<file path="src/rtl/qam_symbol_scheduler.sv">
// Frames a byte stream into 16-QAM symbols: alternating preamble, then payload nibbles
// (high first), each symbol held for SAMPLES_PER_SYMBOL mapper samples.
module qam_symbol_scheduler #(
  parameter int SAMPLES_PER_SYMBOL = 8,
  parameter int PREAMBLE_SYMBOLS   = 16
) (
  input  logic        ipClk,
  input  logic        ipReset,
  input  logic        ipTxStart,
  input  logic [15:0] ipTxLength,
  input  logic [7:0]  ipData,
  input  logic        ipDataValid,
  output logic        opDataReady,
  output logic [3:0]  opQAMStream,
  output logic        opQAMValid,
  output logic        opSymbolStrobe,
  output logic        opBusy,
  output logic        opDone,
  output logic        opUnderflow
);

  localparam int SW = $clog2(SAMPLES_PER_SYMBOL);
  localparam logic [SW-1:0] SAMP_LAST = SW'(SAMPLES_PER_SYMBOL - 1);
  localparam logic [16:0] PRE_LAST = 17'((PREAMBLE_SYMBOLS > 0) ? PREAMBLE_SYMBOLS - 1 : 0);
  localparam logic [3:0] PRE_EVEN = 4'b0101;
  localparam logic [3:0] PRE_ODD  = 4'b1010;

  typedef enum logic [1:0] {
    IDLE,
    PREAMBLE,
    DATA,
    STALL
  } state_t;

  state_t        state_q, state_d;
  logic [SW-1:0] samp_q, samp_d;
  logic [16:0]   sym_q, sym_d;
  logic [15:0]   fetched_q, fetched_d;
  logic [15:0]   len_q, len_d;
  logic [7:0]    h_q, h_d;
  logic          h_full_q, h_full_d;
  logic [3:0]    s_q, s_d;
  logic          hi_q, hi_d;
  logic [3:0]    stream_q, stream_d;
  logic          valid_q, valid_d;
  logic          strobe_q, strobe_d;
  logic          busy_q, busy_d;
  logic          done_q, done_d;
  logic          underflow_q, underflow_d;

  logic          xfer;
  logic          boundary;
  logic          need_byte;
  logic [7:0]    resume_byte;
  logic [16:0]   last_data_sym;

  assign opDataReady = !h_full_q && (fetched_q < len_q) && (state_q != IDLE);
  assign xfer        = ipDataValid && opDataReady;
  assign boundary    = (samp_q == SAMP_LAST);
  assign last_data_sym = {len_q, 1'b0} - 17'd1;
  assign resume_byte = h_full_q ? h_q : ipData;

  always_comb begin
    state_d     = state_q;
    samp_d      = samp_q;
    sym_d       = sym_q;
    fetched_d   = fetched_q;
    len_d       = len_q;
    h_d         = h_q;
    h_full_d    = h_full_q;
    s_d         = s_q;
    hi_d        = hi_q;
    stream_d    = stream_q;
    valid_d     = valid_q;
    strobe_d    = 1'b0;
    busy_d      = busy_q;
    done_d      = 1'b0;
    underflow_d = underflow_q;
    need_byte   = 1'b0;

    // A byte accepted while stalled bypasses H and goes straight into S below
    if (xfer) begin
      fetched_d = fetched_q + 16'd1;
      if (state_q != STALL) begin
        h_d      = ipData;
        h_full_d = 1'b1;
      end
    end

    case (state_q)
      IDLE: begin
        if (ipTxStart && (ipTxLength != 16'd0)) begin
          len_d       = ipTxLength;
          fetched_d   = 16'd0;
          h_full_d    = 1'b0;
          sym_d       = 17'd0;
          samp_d      = '0;
          hi_d        = 1'b0;
          underflow_d = 1'b0;
          busy_d      = 1'b1;
          if (PREAMBLE_SYMBOLS > 0) begin
            state_d  = PREAMBLE;
            stream_d = PRE_EVEN;
            valid_d  = 1'b1;
            strobe_d = 1'b1;
          end else begin
            // Without a preamble there is no time to prefetch: wait for the first byte
            state_d = STALL;
            valid_d = 1'b0;
          end
        end
      end

      PREAMBLE: begin
        samp_d = boundary ? '0 : samp_q + SW'(1);
        if (boundary) begin
          if (sym_q != PRE_LAST) begin
            sym_d    = sym_q + 17'd1;
            stream_d = sym_q[0] ? PRE_EVEN : PRE_ODD;
            strobe_d = 1'b1;
          end else begin
            sym_d     = 17'd0;
            need_byte = 1'b1;
          end
        end
      end

      DATA: begin
        samp_d = boundary ? '0 : samp_q + SW'(1);
        if (boundary) begin
          if (sym_q == last_data_sym) begin
            state_d  = IDLE;
            valid_d  = 1'b0;
            busy_d   = 1'b0;
            done_d   = 1'b1;
            stream_d = 4'h0;
            hi_d     = 1'b0;
          end else if (hi_q) begin
            sym_d    = sym_q + 17'd1;
            stream_d = s_q;
            hi_d     = 1'b0;
            strobe_d = 1'b1;
          end else begin
            sym_d     = sym_q + 17'd1;
            need_byte = 1'b1;
          end
        end
      end

      STALL: begin
        if (h_full_q || xfer) begin
          state_d  = DATA;
          s_d      = resume_byte[3:0];
          stream_d = resume_byte[7:4];
          hi_d     = 1'b1;
          valid_d  = 1'b1;
          strobe_d = 1'b1;
          samp_d   = '0;
          h_full_d = 1'b0;
        end
      end

      default: state_d = IDLE;
    endcase

    // sym_d already points at the symbol being started, so a stall resumes at the same index
    if (need_byte) begin
      if (h_full_q) begin
        state_d  = DATA;
        s_d      = h_q[3:0];
        stream_d = h_q[7:4];
        hi_d     = 1'b1;
        strobe_d = 1'b1;
        h_full_d = 1'b0;
      end else begin
        state_d     = STALL;
        valid_d     = 1'b0;
        underflow_d = 1'b1;
      end
    end
  end

  always_ff @(posedge ipClk or negedge ipReset) begin
    if (!ipReset) begin
      state_q     <= IDLE;
      samp_q      <= '0;
      sym_q       <= 17'd0;
      fetched_q   <= 16'd0;
      len_q       <= 16'd0;
      h_q         <= 8'h00;
      h_full_q    <= 1'b0;
      s_q         <= 4'h0;
      hi_q        <= 1'b0;
      stream_q    <= 4'h0;
      valid_q     <= 1'b0;
      strobe_q    <= 1'b0;
      busy_q      <= 1'b0;
      done_q      <= 1'b0;
      underflow_q <= 1'b0;
    end else begin
      state_q     <= state_d;
      samp_q      <= samp_d;
      sym_q       <= sym_d;
      fetched_q   <= fetched_d;
      len_q       <= len_d;
      h_q         <= h_d;
      h_full_q    <= h_full_d;
      s_q         <= s_d;
      hi_q        <= hi_d;
      stream_q    <= stream_d;
      valid_q     <= valid_d;
      strobe_q    <= strobe_d;
      busy_q      <= busy_d;
      done_q      <= done_d;
      underflow_q <= underflow_d;
    end
  end

  assign opQAMStream    = stream_q;
  assign opQAMValid     = valid_q;
  assign opSymbolStrobe = strobe_q;
  assign opBusy         = busy_q;
  assign opDone         = done_q;
  assign opUnderflow    = underflow_q;

endmodule
</file>
<file path="config.mk">
export PLATFORM = sky130hd
export DESIGN_NAME = qam_symbol_scheduler
export DESIGN_NICKNAME = d
export VERILOG_FILES = /design/src/rtl/qam_symbol_scheduler.sv
export SDC_FILE = /design/constraint.sdc
export NUM_CORES = 1
export LEC_CHECK = 0
export BUFFER_PORTS_ARGS = -buffer_cell sky130_fd_sc_hd__clkbuf_2
export CAP_MARGIN = 10
export CORE_MARGIN = 3
export CORE_UTILIZATION = 62
export CTS_CLUSTER_DIAMETER = 100
export CTS_CLUSTER_SIZE = 28
export DETAILED_ROUTE_END_ITERATION = 16
export GPL_ROUTABILITY_DRIVEN = 0
export PLACE_DENSITY = 0.84
export SYNTH_ARGS = -nofsm -noshare
export SYNTH_HDL_FRONTEND = slang
export SYNTH_SLANG_ARGS = --single-unit
</file>
<file path="constraint.sdc">
create_clock -name ipClk -period 4.78 [get_ports ipClk]
set_clock_uncertainty 0.05 [all_clocks]
set_input_delay 0 -clock ipClk [delete_from_list [all_inputs] [get_ports ipClk]]
set_output_delay 0 -clock ipClk [all_outputs]
set_load 0.01 [all_outputs]
</file>
-- Yosys cells after proc, flatten, opt, wreduce, memory -nomap -nowiden
Cells that the tools add are included.
- flip-flop bits (word level): 77
- input bits: 28
- logic and storage cells: 139
- $add $sub $neg: 4
- magnitude comparators: 1
- eq/ne operators: 17
- muxes and demuxes: 83
- reductions and logical operators: 19
- operators with widths (operator ; number):
    17-bit two-way mux ; 5
    4-bit two-way mux ; 14
    17-bit case mux with 3 select lines ; 1
    16-bit two-way mux ; 3
    1-bit two-way mux ; 42
    17-bit by 1-bit adder with 17-bit output (second input constant) ; 1
    17-bit equality test ; 1
    17-bit by 4-bit != test with 1-bit output (second input constant) ; 1
    17-bit by 1-bit subtractor with 17-bit output (second input constant) ; 1
    16-bit by 1-bit adder with 16-bit output (second input constant) ; 1
    16-bit < comparator ; 1
    4-bit case mux with 4 select lines ; 1
    16-bit nonzero test ; 1
    2-bit != test (second input constant) ; 7
    3-bit != test (second input constant) ; 4
    2-bit two-way mux ; 5
    5-bit AND reduction ; 2
    3-bit two-way mux ; 3
    3-bit case mux with 3 select lines ; 1
    8-bit two-way mux ; 1
    1-bit case mux with 2 select lines ; 3
    1-bit case mux with 3 select lines ; 2
    2-bit case mux with 3 select lines ; 1
    2-bit AND reduction ; 3
    other kinds (14) ; 19

-- Depth between registers and ports, before layout
Gate-level depths: netlist (run 1).
- depth in word-level cells: 9
- gate-level depth with buffers: 12
- mapped depth without buffers: 10

-- Worst setup path after synthesis (run 1)
No wires, ideal clock.
- path type: register to register
- start: register len_q[0]
- end: register sym_q[15]
- setup time: 132 ps
- arrival time: 3000 ps
- required time: 4598 ps
- slack: 1598 ps
- stages on the path, launching flop included: 13
- period minus slack after synthesis: 3182 ps
- cell sequence: dfrtp_1 > inv_1 > ha_1 > or4b_1 > or4_1 > o31ai_1 > o211ai_1 > or4b_4 > a21oi_2 > or3_1 > buf_4 > buf_6 > o31ai_1
- cells in the longest elaborated chain, start to end: 4
- ends and longest elaborated chain (item ; RTL line ; text):
    from (decl) ; 39 ; logic [15:0] len_q, len_d;
    from (signal assigned) ; 205 ; len_q <= len_d;
    17-bit by 1-bit subtractor with 17-bit output ; 60 ; assign last_data_sym = {len_q, 1'b0} - 17'd1;
    17-bit equality test ; 131 ; if (sym_q == last_data_sym) begin
    2-bit != test (no line) ; - ;
    5-bit AND reduction (no line) ; - ;
    to (signal assigned) ; 203 ; sym_q <= sym_d;
    to (decl) ; 37 ; logic [16:0] sym_q, sym_d;
No other way between the ends.
A chain may end at the register's enable or synchronous reset.

-- Final worst setup path (run 1)
- start: register len_q[0]
- end: register sym_q[10]
The elaborated chain is that of the path after synthesis.

==> reports/metrics.yaml, run 1 <==
max-slew-margin-rel_pct: 19.7
regArea_mm2: 0.00193
grt_max_degree: 78
fp.dieW_um: 96.6
synth_nets: 628
synth.cell_area_mm2: 0.00509
rrSetupSlack_ps: 460
clock_sinks: 77
drive_gt1_share_pct: 11.8
reg2reg_to: "sym_q[10]"
hpwl_mm: 9.26
reg2reg_from: "len_q[0]"
dp.cells: 687
tns_ps: 0
grt_first_pass_wirelength_mm: 22.6
status: "finished, final reports clean"
core_area_mm2: 0.00785
syn_avg_cell_area_um2: 8.83
synth.most_common_cell: "dfrtp_1"
io_buffers: 37
crit_arrival_ps: 4490
die_y_um: 96.6
ctsResizeCount: 0
vdd_drop_max_mv: 0.343
synthTopCellsByCount: "dfrtp_1, o21ai_0, nand2_1, nor2_1, inv_1"
min_period_ps: 4320
max_freq_mhz: 231
gr-total-overflow: 0
ys_seq_area_share_pct: 37.9
final_net_count: 674
synth_edf_count: 0
drc: 0
layout.cells.non_filler: 729
cts_tree: "yes"
worstPathCellList: "nor3_1 > a21oi_1 > or4_1 > a2111o_1 > or4b_4 > a21oi_2 > buf_4 > or3_1 > o41ai_1"
synth_top_cell_by_area: "dfrtp_1"
cp.required_ps: 4950
ant_nets: 0
cp-end-kind: "flop"
rsz0062_at_grt: "no"
first_pass_iters: 5
worstMarginPinSlew_ps: 1190
cellLeakagePower_nw: 2.45
p_per_area_mw_per_mm2: 540
first_iter_violations: 541
clkLatencyLatePin_ps: 360
crit_start: "len_q[0]"
synthArstFlopShare_pct: 100
setup_violations: 0
insertedDiodeCount: 0
die_area_mm2: 0.00933
floorplan.initialDensity_pct: 64.8
cts_buffers: 9
finalWirelength_mm: 13.5
syn_inst: 576
root_buffer: "clkbuf_8"
synth_top_area_share_pct: 37.9
wl_per_cell_um: 18.5
io_pins: 38
vias: 4832
hp-class: "in2async"
r2r_cells: 9
antenna_found_initial: 0
h-tree-depth: 3
grt_pass1_vias: 4541
clk_path_buf_depth: 2
synth_cell_type_count: 66
yosysWarnings: 0
maxCapViolations: 0
ys.flop_type: "dfrtp_1"
fillers: 577
gr-usage-all-layers_pct: 31.1
max_stage_delay_ps: 980
cts_setup_buffers: 0
crit_end: "sym_q[10]"
fin_crit_sh_pct: 90.4
crit_fanout: 20
fin_hold_ws_ps: 279
area_growth_pct: 13.3
crit_type: "reg2reg"
path_clk_slew_ps: 80
multiInputGateArea_mm2: 0.00289
routed_via_density: 6.63
slew_viol_final: 0
yosys-top-cells-area: "dfrtp_1, ha_1, o21ai_0"
rows: 32
cp-start-kind: "flop"
crit_slowest_cell: "nor3_1"
hold_viol: 0
synth-seq-cells: 77
## how the worst min path moves through the flow
stage,startpoint,endpoint,cells after the start
2_1_floorplan,ipReset,fetched_q[0],0
3_3_place_gp,ipReset,sym_q[12],1
3_5_place_dp,ipReset,sym_q[14],1
4_1_cts,ipReset,sym_q[14],2
5_1_grt,ipReset,s_q[3],2
6_report,ipReset,sym_q[14],2
## cell usage in the layout (no fill, tap or decap), types with 4 or more instances in the layout
| master | netlist | layout |
|---|---|---|
| dlygate4sd3_1 | 0 | 26 |
| ha_1 | 24 | 24 |
| or3_1 | 5 | 5 |
| xor2_1 | 8 | 8 |
| nand2_1 | 45 | 45 |
| a31oi_1 | 7 | 7 |
| dfrtp_1 | 77 | 77 |
| a21oi_1 | 16 | 16 |
| o211ai_1 | 5 | 5 |
| a21o_1 | 5 | 5 |
| nor4_1 | 16 | 16 |
| clkbuf_8 | 0 | 9 |
| o21ai_0 | 49 | 49 |
| o21a_1 | 6 | 6 |
| xnor2_1 | 24 | 24 |
| inv_1 | 31 | 31 |
| nor2_1 | 39 | 38 |
| clkbuf_2 | 0 | 36 |
| nand2b_1 | 12 | 12 |
| mux2i_1 | 5 | 5 |
| o31ai_1 | 14 | 14 |
| o41ai_1 | 4 | 4 |
| o21ai_1 | 24 | 24 |
| nor3_1 | 12 | 12 |
| nand3_1 | 17 | 17 |
| and3_1 | 8 | 8 |
| buf_4 | 2 | 4 |
| mux2_2 | 11 | 11 |
| clkinv_4 | 0 | 4 |
| a211oi_1 | 4 | 4 |
| nand4_1 | 19 | 19 |
| o221a_1 | 4 | 4 |
## metal layers
metal	up-vias	wire, um	track usage [%]
li1	2233	-	-
met1	2309	5670	42.4
met2	249	6350	49.1
met3	41	1090	6.04
met4	0	362	12.1
met5	-	0	0
## worst max-delay path: cells and delay by family (launching register included)
| kind | cells | cell delay, ps |
|---|---|---|
| and+or+nand+nor | 4 | 2570 |
| AOI/OAI and AO/OA | 4 | 830 |
| buffers and inverters | 1 | 250 |
| DFF | 1 | 470 |
## cell families (layout without fill, tap and decap cells)
kind of cell,after synthesis,after routing,share of synthesized area [%]
adder cells (fa/ha/maj),24,24,5.90
XOR/XNOR,32,32,5.51
multiplexers,16,16,3.42
AND/OR/NAND/NOR,196,196,20.6
flip-flops,77,77,37.9
AO/OA/AOI/OAI,168,168,21.4
buffers and inverters,63,114,5.31
## cell type report
type,instances,share of cell area (%)
multi-input combinational,436,50.2
sequential,77,33.4
timing repair buffer,66,8.16
tap,102,2.21
clock buffer,9,2.15
inverter,32,2.08
clock inverter,7,1.74
## metrics by stage
step / cell area, um^2 / utilization (%) / worst slack, ps / total power [mW]
detailed placement: 5280 / 67.3 / 595 / 2.49
global route: 5760 / 73.4 / 152 / 3.33
floorplan: 5090 / - / 1600 / 2.12
global placement: 5280 / 67.3 / 829 / 2.41
CTS: 5760 / 73.4 / 586 / 3.06
finish: 5760 / 73.4 / 459 / 3.11
## registers in the layout, summed over array words and instances (netlist names)
| signal | flops |
|---|---|
| sym_q | 17 |
| fetched_q | 16 |
| len_q | 16 |
| h_q | 8 |
| opQAMStream | 4 |
| s_q | 4 |
| samp_q | 3 |
| state_q | 2 |
| h_full_q | 1 |
| hi_q | 1 |
| opBusy | 1 |
| opDone | 1 |
| opQAMValid | 1 |
| opSymbolStrobe | 1 |
| opUnderflow | 1 |
## report_power, final
part | leakage [nW] | internal [mW] | switching [mW]
sequential | 1.01 | 0.828 | 0.236
clock | 0.113 | 0.297 | 0.266
combinational | 1.33 | 0.576 | 0.911
total | 2.45 | 1.70 | 1.41
## timing repair
item	4_1_cts	5_1_grt
hold buffers	26	0
hold endpoints to repair	105	0
setup endpoints to repair	0	0
Note: power is estimated with default switching activity, not from simulation.
==> inputs of run 2 (changes only) <==
- ABC_AREA: default -> 1
==> run 2 against run 1 <==
Against the previous run:
- power is 7.0% lower
- final cell count grew 26%
- hold slack got worse by 160 ps
- utilization fell by 0.65 points
- via count is 7.9% higher
- critical path depth increased by 5
- sequential power about the same
- sequential share of layout area down 1.7 points
- synthesized cell count up 30%
- first-iteration DRC count shrank 32%
- combinational power shrank 5%
- register-to-register slack improved by 1500 ps
==> reports/metrics.yaml, run 2 <==
status: "finished, final reports clean"
floorplan.initialDensity_pct: 64.7  # -0.16 points
io_buffers: 37  # unchanged
synth_cell_type_count: 43  # -35%
power_frac_clock_pct: 15.8  # -2.3 points
path_clk_slew_ps: 90  # about the same
cp.required_ps: 4990  # +40 ps
clkLatencyLatePin_ps: 360  # about the same
cp-start-kind: "flop"
fp.dieW_um: 99.3  # +2.8%
p_per_area_mw_per_mm2: 477  # -12%
synth.cell_area_mm2: 0.00540  # +6.0%
reg2reg_from: "len_q[3]"
cts_buffers: 9  # unchanged
syn_inst: 748  # +30%
gr-total-overflow: 0  # unchanged
first_pass_iters: 7  # +2
maxCapViolations: 0  # unchanged
ctsResizeCount: 0  # unchanged
yosysWarnings: 0  # unchanged
ant_nets: 0  # unchanged
holdBufCountCts: 25  # -3.8%
layout_common_cells: "nand2_1, inv_1, dfrtp_1, nor2_1, o21ai_0"
synth_compound_area_share_pct: 10.9  # -10 points
synthArstFlopShare_pct: 100  # unchanged
largest_reg_flops: 17  # unchanged
largest_register: "sym_q"
crit_type: "reg2reg"
met3WireLength_mm: 1.08  # -0.73%
cts_tree: "yes"
crit_arrival_ps: 3070  # -1420 ps
synthTopCellsByCount: "nand2_1, inv_1, dfrtp_1, nor2_1, o21ai_0"
tns_ps: 0  # unchanged
rsz0062_at_grt: "no"
switching_power_mw: 1.41  # -0.47%
cellLeakagePower_nw: 2.98  # +21%
crit_fanout: 12  # -40%
root_buffer: "clkbuf_8"
dr.max_layer_used: "met4"
core_area_mm2: 0.00834  # +6.3%
final_common_cell: "nand2_1"
die_area_mm2: 0.00986  # +5.6%
min_period_ps: 2860  # -1460 ps
drive_gt1_share_pct: 12.9  # +1.1 points
synth.most_common_cell: "nand2_1"
seq_power_share_pct: 35.5  # +1.3 points
final_net_count: 860  # +28%
slew_viol_final: 0  # unchanged
grt_first_pass_wirelength_mm: 22.9  # +1.3%
p_int_mw: 1.49  # -12%
area_growth_pct: 12.5
ys.flop_type: "dfrtp_1"
wl_per_cell_um: 14.8  # -20%
hp-class: "in2reg"
synthSimpleGateAreaFrac_pct: 34.7  # +14 points
crit_start: "len_q[3]"
die_y_um: 99.3  # +2.8%
pwr-share-comb_pct: 48.7  # +0.9 points
drc: 0  # unchanged
hpwl_mm: 9.88  # +6.7%
yosys-top-cells-area: "dfrtp_1, nand2_1, inv_1"
met1_length_mm: 5.81  # +2.4%
worstMarginPinSlew_ps: 985  # -210 ps
cts_setup_buffers: 0  # unchanged
first_iter_violations: 367  # -32%
synthMuxAreaShare_pct: 0  # -3.4 points
reg_top3: "sym_q x17, fetched_q x16, len_q x16"
antenna_found_initial: 0  # unchanged
gr-usage-all-layers_pct: 28.7  # -2.4 points
max-slew-margin-rel_pct: 34.4  # +15 points
finalWirelength_mm: 13.6  # +0.56%
vias: 5214  # +7.9%
synth_nets: 800  # +27%
max_freq_mhz: 350  # +51%
switching_share_pct: 48.6  # +3.2 points
synthAdderAreaFrac_pct: 5.57  # -0.34 points
vdd_drop_max_mv: 0.247  # -28%
setup_violations: 0  # unchanged
ys_seq_area_share_pct: 35.7  # -2.2 points
synth_top_cell_by_area: "dfrtp_1"
synth_edf_count: 0  # unchanged
synth_xor_area_share_pct: 4.22  # -1.3 points
fin_hold_ws_ps: 119  # -160 ps
rows: 33  # +3.1%
grt_max_degree: 78  # unchanged
clk_path_buf_depth: 2  # unchanged
wl_met2_mm: 6.25  # -1.6%
syn_avg_cell_area_um2: 7.21  # -18%
worstHoldStart: "ipDataValid"
insertedDiodeCount: 0  # unchanged
routed_via_density: 5.68  # -14%
hold_viol: 0  # unchanged
synth-seq-cells: 77  # unchanged
io_pins: 38  # unchanged
clock_sinks: 77  # unchanged
cp-end-kind: "flop"
fin_crit_sh_pct: 59.8  # -31 points
h-tree-depth: 3  # unchanged
synth_top_area_share_pct: 35.7  # -2.2 points
grt_pass1_vias: 4872  # +7.3%
synth_top_family_by_area: "simple AND/OR/NAND/NOR gates"
==> run 2: worst max-delay path: stages (launching register included) <==
cell and delay (ps):
dfrtp_1 500, inv_1 140, ha_1 320, a21oi_1 160, nand2_1 70, nand2_1 60
nand2_1 60, nand2_1 60, nand2_1 40, nand2_1 80, nand3_2 220, nor2_1 320
nand4_2 220, o21ai_1 210, nor3b_1 240
==> run 2: path summary, 6_finish.rpt <==
path / to / slack [ps] / cells after the start
max: fetched_q[13] / 1920 / 14
min: fetched_q[1] / 120 / 4
max reg2reg: fetched_q[13] / 1920 / 14
min reg2reg: h_q[6] / 440 / 2
max in group asynchronous: len_q[9] / 3740 / 2
min in group asynchronous: sym_q[3] / 280 / 2
==> run 2: stage by stage <==
stage / instance area [um^2] / cells / util [%] / worst slack (ps) / total power [mW]
floorplan: 5400 / 748 / - / 2430 / 2.06
global placement: 5640 / 877 / 67.6 / 2220 / 2.33
detailed placement: 5640 / 877 / 67.6 / 2090 / 2.39
CTS: 6070 / 918 / 72.8 / 2050 / 2.87
global route: 6070 / 918 / 72.8 / 1740 / 3.15
finish: 6070 / 918 / 72.8 / 1920 / 2.90
==> run 2: layout make-up <==
class                           count  area [um^2]
Clock buffer                        9          124
Clock inverter                      7         57.6
Fill cell                         648         2270
Inverter                          105          394
Multi-Input combinational cell    552         2990
Sequential cell                    77         1930
Tap cell                          105          131
Timing Repair Buffer               63          445
==> run 2: power by group through the flow <==
stage | clock (mW) | sequential (mW) | combinational, mW
2_1_floorplan | 0 | 0.963 | 1.10
3_3_place_gp | 0 | 1.02 | 1.31
3_5_place_dp | 0 | 1.03 | 1.36
4_1_cts | 0.465 | 1.02 | 1.39
5_1_grt | 0.497 | 1.05 | 1.60
6_report | 0.458 | 1.03 | 1.41
==> run 2: kinds of logic after synthesis <==
family	Yosys count
compound gates	102
xor+xnor	26
fa+ha+maj	24
buf+inv	119
flops	77
simple gates	400
==> run 2: metal layers <==
| layer | vias up | GRT usage, % |
|---|---|---|
| li1 | 2536 | - |
| met1 | 2392 | 39.6 |
| met2 | 247 | 45.8 |
| met3 | 39 | 4.42 |
| met4 | 0 | 10.7 |
| met5 | - | 0 |
